File: src/rtl/struct_param_regfile.sv
// struct_param_regfile: DEPTH-entry register file of packed {a,b,c,d} records.
// Every entry powers up to RESET_VAL. Writes are per-field masked, reads are
// registered with one cycle of latency, and a sequenced "restore defaults"
// operation rewrites one entry per cycle while blocking new writes.
module struct_param_regfile #(
    parameter int FIELD_W = 1,
    parameter int DEPTH   = 4,
    parameter logic [4*FIELD_W-1:0] RESET_VAL =
        {FIELD_W'(1), FIELD_W'(0), FIELD_W'(1), FIELD_W'(0)},
    localparam int RW = 4 * FIELD_W,
    localparam int AW = (DEPTH > 1) ? $clog2(DEPTH) : 1
) (
    input  logic          clk,
    input  logic          rst,
    input  logic          wr_valid,
    output logic          wr_ready,
    input  logic [AW-1:0] wr_addr,
    input  logic [3:0]    wr_field_en,
    input  logic [RW-1:0] wr_data,
    input  logic          rd_req,
    input  logic [AW-1:0] rd_addr,
    output logic          rd_valid,
    output logic [RW-1:0] rd_data,
    input  logic          clr_start,
    output logic          clr_busy,
    output logic          clr_done
);

    typedef struct packed {
        logic [FIELD_W-1:0] a;
        logic [FIELD_W-1:0] b;
        logic [FIELD_W-1:0] c;
        logic [FIELD_W-1:0] d;
    } rec_t;

    typedef enum logic [1:0] {
        IDLE  = 2'd0,
        CLEAR = 2'd1,
        DONE  = 2'd2
    } state_t;

    localparam logic [AW-1:0] LAST = AW'(DEPTH - 1);

    state_t        state_q;
    state_t        state_d;
    logic [AW-1:0] cnt_q;
    logic [AW-1:0] cnt_d;
    rec_t          mem [DEPTH];
    rec_t          wr_rec;
    rec_t          rst_rec;
    rec_t          rd_rec;
    logic          wr_fire;

    assign wr_rec   = rec_t'(wr_data);
    assign rst_rec  = rec_t'(RESET_VAL);
    assign wr_ready = (state_q != CLEAR);
    assign wr_fire  = wr_valid && wr_ready;

    // Restore-defaults sequencer: state and clear-index register.
    // NOTE: sequential state uses non-blocking (<=) so every flop samples
    // pre-edge values regardless of statement order.
    always_ff @(posedge clk) begin
        if (rst) begin
            state_q <= IDLE;
            cnt_q   <= '0;
        end else begin
            state_q <= state_d;
            cnt_q   <= cnt_d;
        end
    end

    // Next-state and status decode for the restore-defaults sequencer.
    // NOTE: every output gets a default first so no path can infer a latch.
    always_comb begin
        state_d  = state_q;
        cnt_d    = cnt_q;
        clr_busy = 1'b0;
        clr_done = 1'b0;
        unique case (state_q)
            IDLE: begin
                if (clr_start) begin
                    state_d = CLEAR;
                    cnt_d   = '0;
                end
            end
            CLEAR: begin
                clr_busy = 1'b1;
                if (cnt_q == LAST) begin
                    state_d = DONE;
                    cnt_d   = '0;
                end else begin
                    cnt_d = cnt_q + 1'b1;
                end
            end
            DONE: begin
                clr_done = 1'b1;
                state_d  = IDLE;
            end
            default: begin
                state_d = IDLE;
                cnt_d   = '0;
            end
        endcase
    end

    // Entry storage: reset, sequenced clear, or masked field write.
    // NOTE: the array is flop-based and reset on purpose; every entry must
    // read back RESET_VAL right after reset, so it cannot map to a RAM macro.
    always_ff @(posedge clk) begin
        for (int i = 0; i < DEPTH; i++) begin
            if (rst) begin
                mem[i] <= rst_rec;
            end else if (clr_busy && (cnt_q == AW'(i))) begin
                mem[i] <= rst_rec;
            end else if (wr_fire && (wr_addr == AW'(i))) begin
                // Out-of-range addresses match no entry, so they are dropped.
                if (wr_field_en[3]) mem[i].a <= wr_rec.a;
                if (wr_field_en[2]) mem[i].b <= wr_rec.b;
                if (wr_field_en[1]) mem[i].c <= wr_rec.c;
                if (wr_field_en[0]) mem[i].d <= wr_rec.d;
            end
        end
    end

    // Read mux: out-of-range addresses fall through to all-zero.
    always_comb begin
        rd_rec = '0;
        for (int i = 0; i < DEPTH; i++) begin
            if (rd_addr == AW'(i)) rd_rec = mem[i];
        end
    end

    // Registered read port; data holds when no new request arrives.
    always_ff @(posedge clk) begin
        if (rst) begin
            rd_valid <= 1'b0;
            rd_data  <= '0;
        end else begin
            rd_valid <= rd_req;
            if (rd_req) rd_data <= rd_rec;
        end
    end

endmodule

File: config.mk
export PLATFORM = sky130hd
export DESIGN_NAME = struct_param_regfile
export DESIGN_NICKNAME = d
export VERILOG_FILES = /design/src/rtl/struct_param_regfile.sv
export SDC_FILE = /design/constraint.sdc
export NUM_CORES = 1
export LEC_CHECK = 0
export CORE_ASPECT_RATIO = 1.2
export CORE_MARGIN = 5
export CORE_UTILIZATION = 45
export DETAILED_ROUTE_END_ITERATION = 7
export PLACE_DENSITY = 0.8
export SETUP_SLACK_MARGIN = 0.1
export SLEW_MARGIN = 20
export SYNTH_ARGS = -nofsm -noshare
export SYNTH_HDL_FRONTEND = slang
export SYNTH_SLANG_ARGS = --single-unit
File: constraint.sdc
create_clock -name clk -period 2 [get_ports clk]
set_input_delay 0.4 -clock clk [delete_from_list [all_inputs] [get_ports clk]]
set_output_delay 0.4 -clock clk [all_outputs]
set_load 0.02 [all_outputs]
# After elaboration in Yosys (flattened, before gate mapping)
# Memory sizes are Yosys's and may differ from the RTL's.
# Cells that the tools add are included.
# totals
ff_bits	9
ramBits	16
in_bits	17
out_inout_bits	8
word_cells	170
memories	1
# mem_list
name	words	word_bits	read_ports	rd_ports_with_merged_regs	write_ports	line_no	source
mem	4	4	4	0	4	48	rec_t mem [DEPTH];
# classes
addsub	1
n_eq_ne	14
n_mux	114
bitwise	21
n_reduce_logical	15
# ops
cell	count
$mux W1	100
$mux W4	8
$or A1 B1 Y1	20
$eq A2 B2 Y1 const B	7
$logic_and A1 B1 Y1	9
$eq A2 B1 Y1 const B	4
$logic_not A2 Y1	4
$mux W2	4
$pmux W2 S3	1
$ne A2 B2 Y1 const B	2
$pmux W2 S2	1
$reduce_and A2 Y1	2
$add A2 B1 Y2 const B	1
$ne A2 B1 Y1 const B	1
$not A1 Y1	1

# Depth between registers and ports, before layout
# Gate-level depths: netlist of the first run.
# logic_depth
word_depth	8
ltp_mapped	5
mapped_depth_nobuf	4

# Least setup slack after synthesis of the first run
# OpenSTA, ideal clock, no wires.
# synth_path
kind	register to register
from	register state_q[0]
to	memory mem[0][0] (netlist name) (enable)
setup_ns	0.293
arrival_time_ns	1.123
t_required_ns	1.707
slack_ns	0.584
path_stages_with_launch	4
path_buffers	0
period_less_slack_ns	1.416
cell_sequence	dfxtp_1 nor2b_4 nor4b_1 a221o_1
# synth_lines
element	line_no	source
start: declaration	44	state_t state_q;
start signal: assignment	67	state_q <= state_d;
end: declaration	48	

# Worst setup path in the final report of the first run
# layout_path
from	register state_q[0]
to	output port wr_ready
# layout_between
elab_chain_cells	1
# layout_lines
element	line_no	source
$ne A2 B1 Y1	56	assign wr_ready = (state_q != CLEAR);
end: declaration	16	output logic wr_ready,
# No other way between the ends.

==> results of run 1 <==
-- per-layer routing --
layer | vias up | part of all wire | global-route usage
met1 | 492 | 0.39 | 0.1789
met5 | - | 0 | 0
met2 | 47 | 0.49 | 0.2428
met3 | 14 | 0.060 | 0.03166
li1 | 514 | - | -
met4 | 0 | 0.062 | 0.08621
-- power by group through the flow --
| stage | clock (mW) | combinational [mW] | sequential [mW] |
|---|---|---|---|
| 2_1_floorplan | 0 | 0.0975 | 0.595 |
| 3_3_place_gp | 0 | 0.183 | 0.589 |
| 3_5_place_dp | 0 | 0.189 | 0.591 |
| 4_1_cts | 0.228 | 0.188 | 0.579 |
| 5_1_grt | 0.258 | 0.205 | 0.581 |
| 6_report | 0.223 | 0.188 | 0.578 |
-- through the flow --
step / power, mW / util
final: 0.9901 / 0.5879
after global routing: 1.043 / 0.5879
after CTS: 0.9949 / 0.5879
after detailed placement: 0.7798 / 0.5794
after global placement: 0.7717 / 0.5794
after floorplan: 0.6929 / -
-- worst max-delay path, stage by stage, from the launching register on --
cell and delay (ns):
dfxtp_1 0.42, nor2b_4 0.20, inv_1 0.07, dlygate4sd2_1 0.32
-- cells in the mapped netlist --
master and count:
a221o_1 12, mux2i_1 4, or4_4 1, buf_6 1, nand2_1 12, nor4_1 1, inv_1 8, mux4_2 4
nor2_1 19, nor4b_1 1, edfxtp_1 16, clkbuf_1 3, o21ai_0 4, dfxtp_1 9, buf_2 2, ha_1 4
nor2b_4 1, nand4_1 1, nor3_1 3, a21oi_1 1, nor3b_2 2, nand2b_1 4, a2111oi_0 1, nor2b_1 2
or3_1 3, a32oi_1 2
-- state kept, by name, summed over array words and instances, names as in the netlist --
name,flops
cnt_q,2
state_q,2
rd_data,4
mem,16
rd_valid,1
-- layout make-up --
class                      instances  area [µm²]  share of cell area
timing repair buffer              30       281.5              0.1703
clock inverter                     1       5.005            0.003028
multi-input combinational         82       610.6              0.3694
clock buffer                       3       22.52             0.01363
sequential                        25       660.6              0.3997
inverter                           8       30.03             0.01817
tap                               34       42.54             0.02574
-- worst paths after layout --
check,cells past startpoint,slack [ns],from,endpoint
worst min-delay path,2,0.53,rd_data[3],rd_data[3]
worst max register to register,5,0.38,state_q[0],mem[0][1]
worst min register to register,2,0.53,rd_data[3],rd_data[3]
worst max-delay path,3,0.28,state_q[0],wr_ready
-- cell families (layout without fill, tap and decap cells) --
group | count (synthesis) | in the layout | synth area share
fa+ha+maj | 4 | 4 | 0.03752
compound gates | 20 | 20 | 0.1285
mux | 8 | 8 | 0.09756
simple gates | 50 | 50 | 0.1942
buf+inv | 14 | 42 | 0.04690
flops | 25 | 25 | 0.4953
-- placed cells by master, fill, tap and decap left out, types with 2 or more instances in the layout --
master	instances
clkbuf_4	3
or3_1	3
edfxtp_1	16
nor2_1	19
nand2_1	12
nand2b_1	4
dlygate4sd2_1	3
clkdlybuf4s50_1	21
buf_4	6
inv_1	8
a221o_1	12
mux4_2	4
mux2i_1	4
o21ai_0	4
nor2b_1	2
ha_1	4
nor3_1	3
dfxtp_1	9
nor3b_2	2
a32oi_1	2
==> metrics, run 1 <==
Hold WS 0.5297 ns; yosys warns 0; RePlAce Congestion 0.8643; antenna violations before repair 0; worst setup margin 0.2753 ns; # diodes 0; leak pwr 0.5932 nW; CTS Buffer Depth 2; PD cells 599.0 nW/µm²; port bufs 24; Site Rows 21; Inst Count DP 179; cell area after layout 1653 µm²; # Post-CTS Setup Buffers 0; Critical Path End Type primary output; Die H 69.64 µm; Setup CP Type register to primary output; status finished clean; Synth area leader edfxtp_1; antenna viol nets, final 0; CORE AREA 2811 µm²; setup tns final 0 ns; WP data required 1.60 ns; largest net degree at the start of global routing 23; WL final between 2000 and 3000 µm; residual DRC count 0; switching share of power 0.2557; Place WS 0.07010 ns; synthesized area 1334 µm²; NetSw 0.2532 mW; H-tree depth 1; Max VDD drop 353.7 µV; syn_area_per_cell 11.02 µm²; post-synthesis cell type count 26; min-delay worst type register to register; clock power share 0.226; register area share after synthesis 0.4953; non-filler instance count after layout approximately 180; WP data arrival approximately 1.3 ns; Max Fanout on Critical Path 5; DP HPWL between 2000 and 2500 µm; Setup Skew ~0.0008 ns; routed len/inst around 15 µm; Cells after Synth 121; final hold vios 0; maxcap violations 0; final slew viol count 0; clk_lat worst skew 0.31 ns; clk sink count 25; endpoints failing setup 0; Seq cells post-synth 25; vias per cell 5.831; CTS tree built; nets@finish 171; Synth top area share 0.3602; startpoint types register; Flop pwr share 0.584; Slew HR 0.6707; post-route clock period utilization 0.8623; via total after detailed routing 1067; Worst Max-Slew Pin Slew ~0.49 ns; Area contributors post-synth edfxtp_1 36%, dfxtp_1 14%, a221o_1 9.0%; crit path time final 1.725 ns; grt ovf 0; layout cell share with drive strength beyond 1 0.1208; RSZ-0062 raised after global routing false; number of buffers created by CTS 3; vias in the first global route 1049; I/O pin cnt 25; DIE AREA 4158 µm²; Horiz. Die Dim 59.70 µm; Post-DP Area 1629 µm²; FILL cells 238; fmax 579.8 MHz; Int Pwr approximately 0.74 mW; hold buffer count at cts 0; cts repair resizes 3; DRT Pass-1 Iters 4; syn_nets 142; Clock Root Buffer clkbuf_4; P&R area growth vs syn 23.92%; first-pass GRT wire length 4823 µm; total track usage 0.1507; initial DRC count 39; clock transition at the register clock pins on the worst setup and hold paths after CTS 0.13 ns; Starting Density 0.4744; Logic pwr share 0.190
Power figures use the tool's default switching activity.
==> inputs of run 2 (changes only) <==
--- a/config.mk
+++ b/config.mk
@@ -11,7 +11,6 @@
 export DETAILED_ROUTE_END_ITERATION = 7
 export PLACE_DENSITY = 0.8
 export SETUP_SLACK_MARGIN = 0.1
-export SLEW_MARGIN = 20
 export SYNTH_ARGS = -nofsm -noshare
 export SYNTH_HDL_FRONTEND = slang
 export SYNTH_SLANG_ARGS = --single-unit
==> constraint.sdc (replaced) <==
create_clock -name clk -period 1.79 [get_ports clk]
set_input_delay 0.358 -clock clk [delete_from_list [all_inputs] [get_ports clk]]
set_output_delay 0.358 -clock clk [all_outputs]
set_load 0.02 [all_outputs]
==> run 2 against run 1 <==
Effect of this change:
- clock power is 17% higher
- critical path depth down 2
- worst setup slack got worse by 0.098 ns
- critical path type unchanged
- highest routed layer unchanged
==> metrics, run 2 (synthesis gave the netlist of run 1 again) <==
status finished clean (unchanged); Max VDD drop 427.4 µV (was 353.7 µV); routed len/inst 15.19 µm (was 15.43 µm); hold_sp state_q[0] (was rd_data[3]); DIE AREA 4158 µm² (unchanged); fmax 620.0 MHz; CP Launch Point rd_valid (was state_q[0]); P&R area growth vs syn 27.49% (was 23.92%); Starting Density 0.4744 (unchanged); startpoint types register (unchanged); most flop-heavy register mem (unchanged); H-tree depth 1 (unchanged); vias in the first global route 1118 (was 1049); cell area after layout 1700 µm² (was 1653 µm²); RSZ-0062 raised after global routing true (was false); DRT Pass-1 Iters 4 (unchanged); max FFs per register 16 (unchanged); Post-DP Area 1659 µm² (was 1629 µm²); Worst path slowest cell clkdlybuf4s50_1 (was dfxtp_1); non-filler instance count after layout 187 (was 183); largest net degree at the start of global routing 18 (was 23); clk sink count 25 (unchanged); via total after detailed routing 1061 (was 1067); leak pwr 0.6680 nW (was 0.5932 nW); RePlAce Congestion 0.8567 (was 0.8643); final hold vios 0 (unchanged); antenna violations before repair 0 (unchanged); R2R Path Start state_q[0] (unchanged); final slew viol count 0 (unchanged); Site Rows 21 (unchanged); # diodes 0 (unchanged); Largest stage delay, worst path 0.59 ns (was 0.42 ns); Place WS -0.09308 ns (was 0.07010 ns); commonest non-fill, non-tap cell in the layout nor2_1 (was clkdlybuf4s50_1); CP Buf/Inv Count 1 (was 2); Critical Path End Type primary output (unchanged); vias per cell 5.674 (was 5.831); antenna viol nets, final 0 (unchanged); CTS Buffer Depth 2 (unchanged); clk_lat worst skew 0.33 ns (was 0.31 ns); Setup CP Type register to primary output (unchanged); WP data required 1.43 ns (was 1.60 ns); crit path time final 1.613 ns; Setup Skew 0.002398 ns (was 0.0008080 ns); number of buffers created by CTS 3 (unchanged); WP data arrival 1.26 ns (was 1.32 ns); maxcap violations 0 (unchanged); most frequent cells in the layout 19 x nor2_1, 17 x clkdlybuf4s50_1, 16 x edfxtp_1 (was 21 x clkdlybuf4s50_1, 19 x nor2_1, 16 x edfxtp_1); crit-path cells clkdlybuf4s50_1 (was nor2b_4 -> inv_1 -> dlygate4sd2_1); Die H 69.64 µm (unchanged); Max Fanout on Critical Path 1 (was 5); CORE AREA 2811 µm² (unchanged); Slew HR 0.7173 (was 0.6707); Clock Root Buffer clkbuf_4 (unchanged); Regs by FF count mem (16), rd_data (4) (unchanged); port bufs 24 (unchanged); initial DRC count 44 (was 39); top cell family by delay on the critical path buffers and inverters (was flip-flops); I/O pin cnt 25 (unchanged); PD cells 658.4 nW/µm² (was 599.0 nW/µm²); CTS tree built (unchanged); residual DRC count 0 (unchanged); FILL cells 232 (was 238); Horiz. Die Dim 59.70 µm (unchanged); worst setup margin 0.1770 ns (was 0.2753 ns); first-pass GRT wire length 4781 µm (was 4823 µm); Inst Count DP 183 (was 179); min-delay worst type register to register (unchanged); grt ovf 0 (unchanged); endpoints failing setup 0 (unchanged); DP HPWL 2266 µm (was 2256 µm); WL final 2841 µm (was 2824 µm); clock transition at the register clock pins on the worst setup and hold paths after CTS 0.14 ns (was 0.13 ns); Worst Max-Slew Pin Slew 0.4208 ns (was 0.4894 ns); post-route clock period utilization 0.9011; nets@finish 175 (was 171); layout cell share with drive strength beyond 1 0.1503 (was 0.1208); total track usage 0.1521 (was 0.1507)
-- run 2: stage by stage --
stage	setup TNS [ns]	total power, mW	util	hold slack, ns
detailed placement	-1.073	0.8760	0.5901	0.4884
global route	0	1.179	0.6048	0.5238
finish	0	1.120	0.6048	0.5021
global placement	-0.6099	0.8680	0.5901	0.4716
CTS	0	1.133	0.5999	0.5149
floorplan	0	0.7741	-	0.4477
-- run 2: layout make-up --
type | instances | area (µm²) | share of cell area
clock buffers | 3 | 22.52 | 0.01325
clock inverters | 1 | 7.507 | 0.004415
inverters | 8 | 30.03 | 0.01766
multi-input cells | 82 | 610.6 | 0.3591
flip-flops and latches | 25 | 664.4 | 0.3907
well taps | 34 | 42.54 | 0.02502
repair buffers | 34 | 322.8 | 0.1898
-- run 2: final timing paths --
check / endpoint / slack (ns) / cells past startpoint
worst max-delay path: rd_valid / 0.18 / 1
worst min-delay path: state_q[0] / 0.50 / 1
worst max register to register: mem[0][1] / 0.21 / 5
worst min register to register: state_q[0] / 0.50 / 1
-- run 2: layer usage --
layer	wire (µm)	track usage	part of all wire
met5	0	0	0
met4	96	0.09606	0.034
met3	213	0.04097	0.075
met2	1590	0.2680	0.56
met1	940	0.1481	0.33
-- run 2: report_power, final --
part / switching, mW / leakage, nW / internal, mW
sequential: 0.0103 / 0.216 / 0.635
combinational: 0.106 / 0.438 / 0.109
clock: 0.174 / 0.0139 / 0.0857
-- run 2: timing repair --
action | CTS | global route
buffers inserted | 0 | 0
hold buffers | 0 | 0
gates resized for setup | 4 | 6
endpoints found under the setup margin | 3 | 5
==> inputs of run 3 (changes only) <==
--- a/config.mk
+++ b/config.mk
@@ -5,6 +5,7 @@
 export SDC_FILE = /design/constraint.sdc
 export NUM_CORES = 1
 export LEC_CHECK = 0
+export CAP_MARGIN = 5
 export CORE_ASPECT_RATIO = 1.2
 export CORE_MARGIN = 5
 export CORE_UTILIZATION = 45
==> results of run 3 <==
Final layout, timing and power as in run 2 (identical DEF).
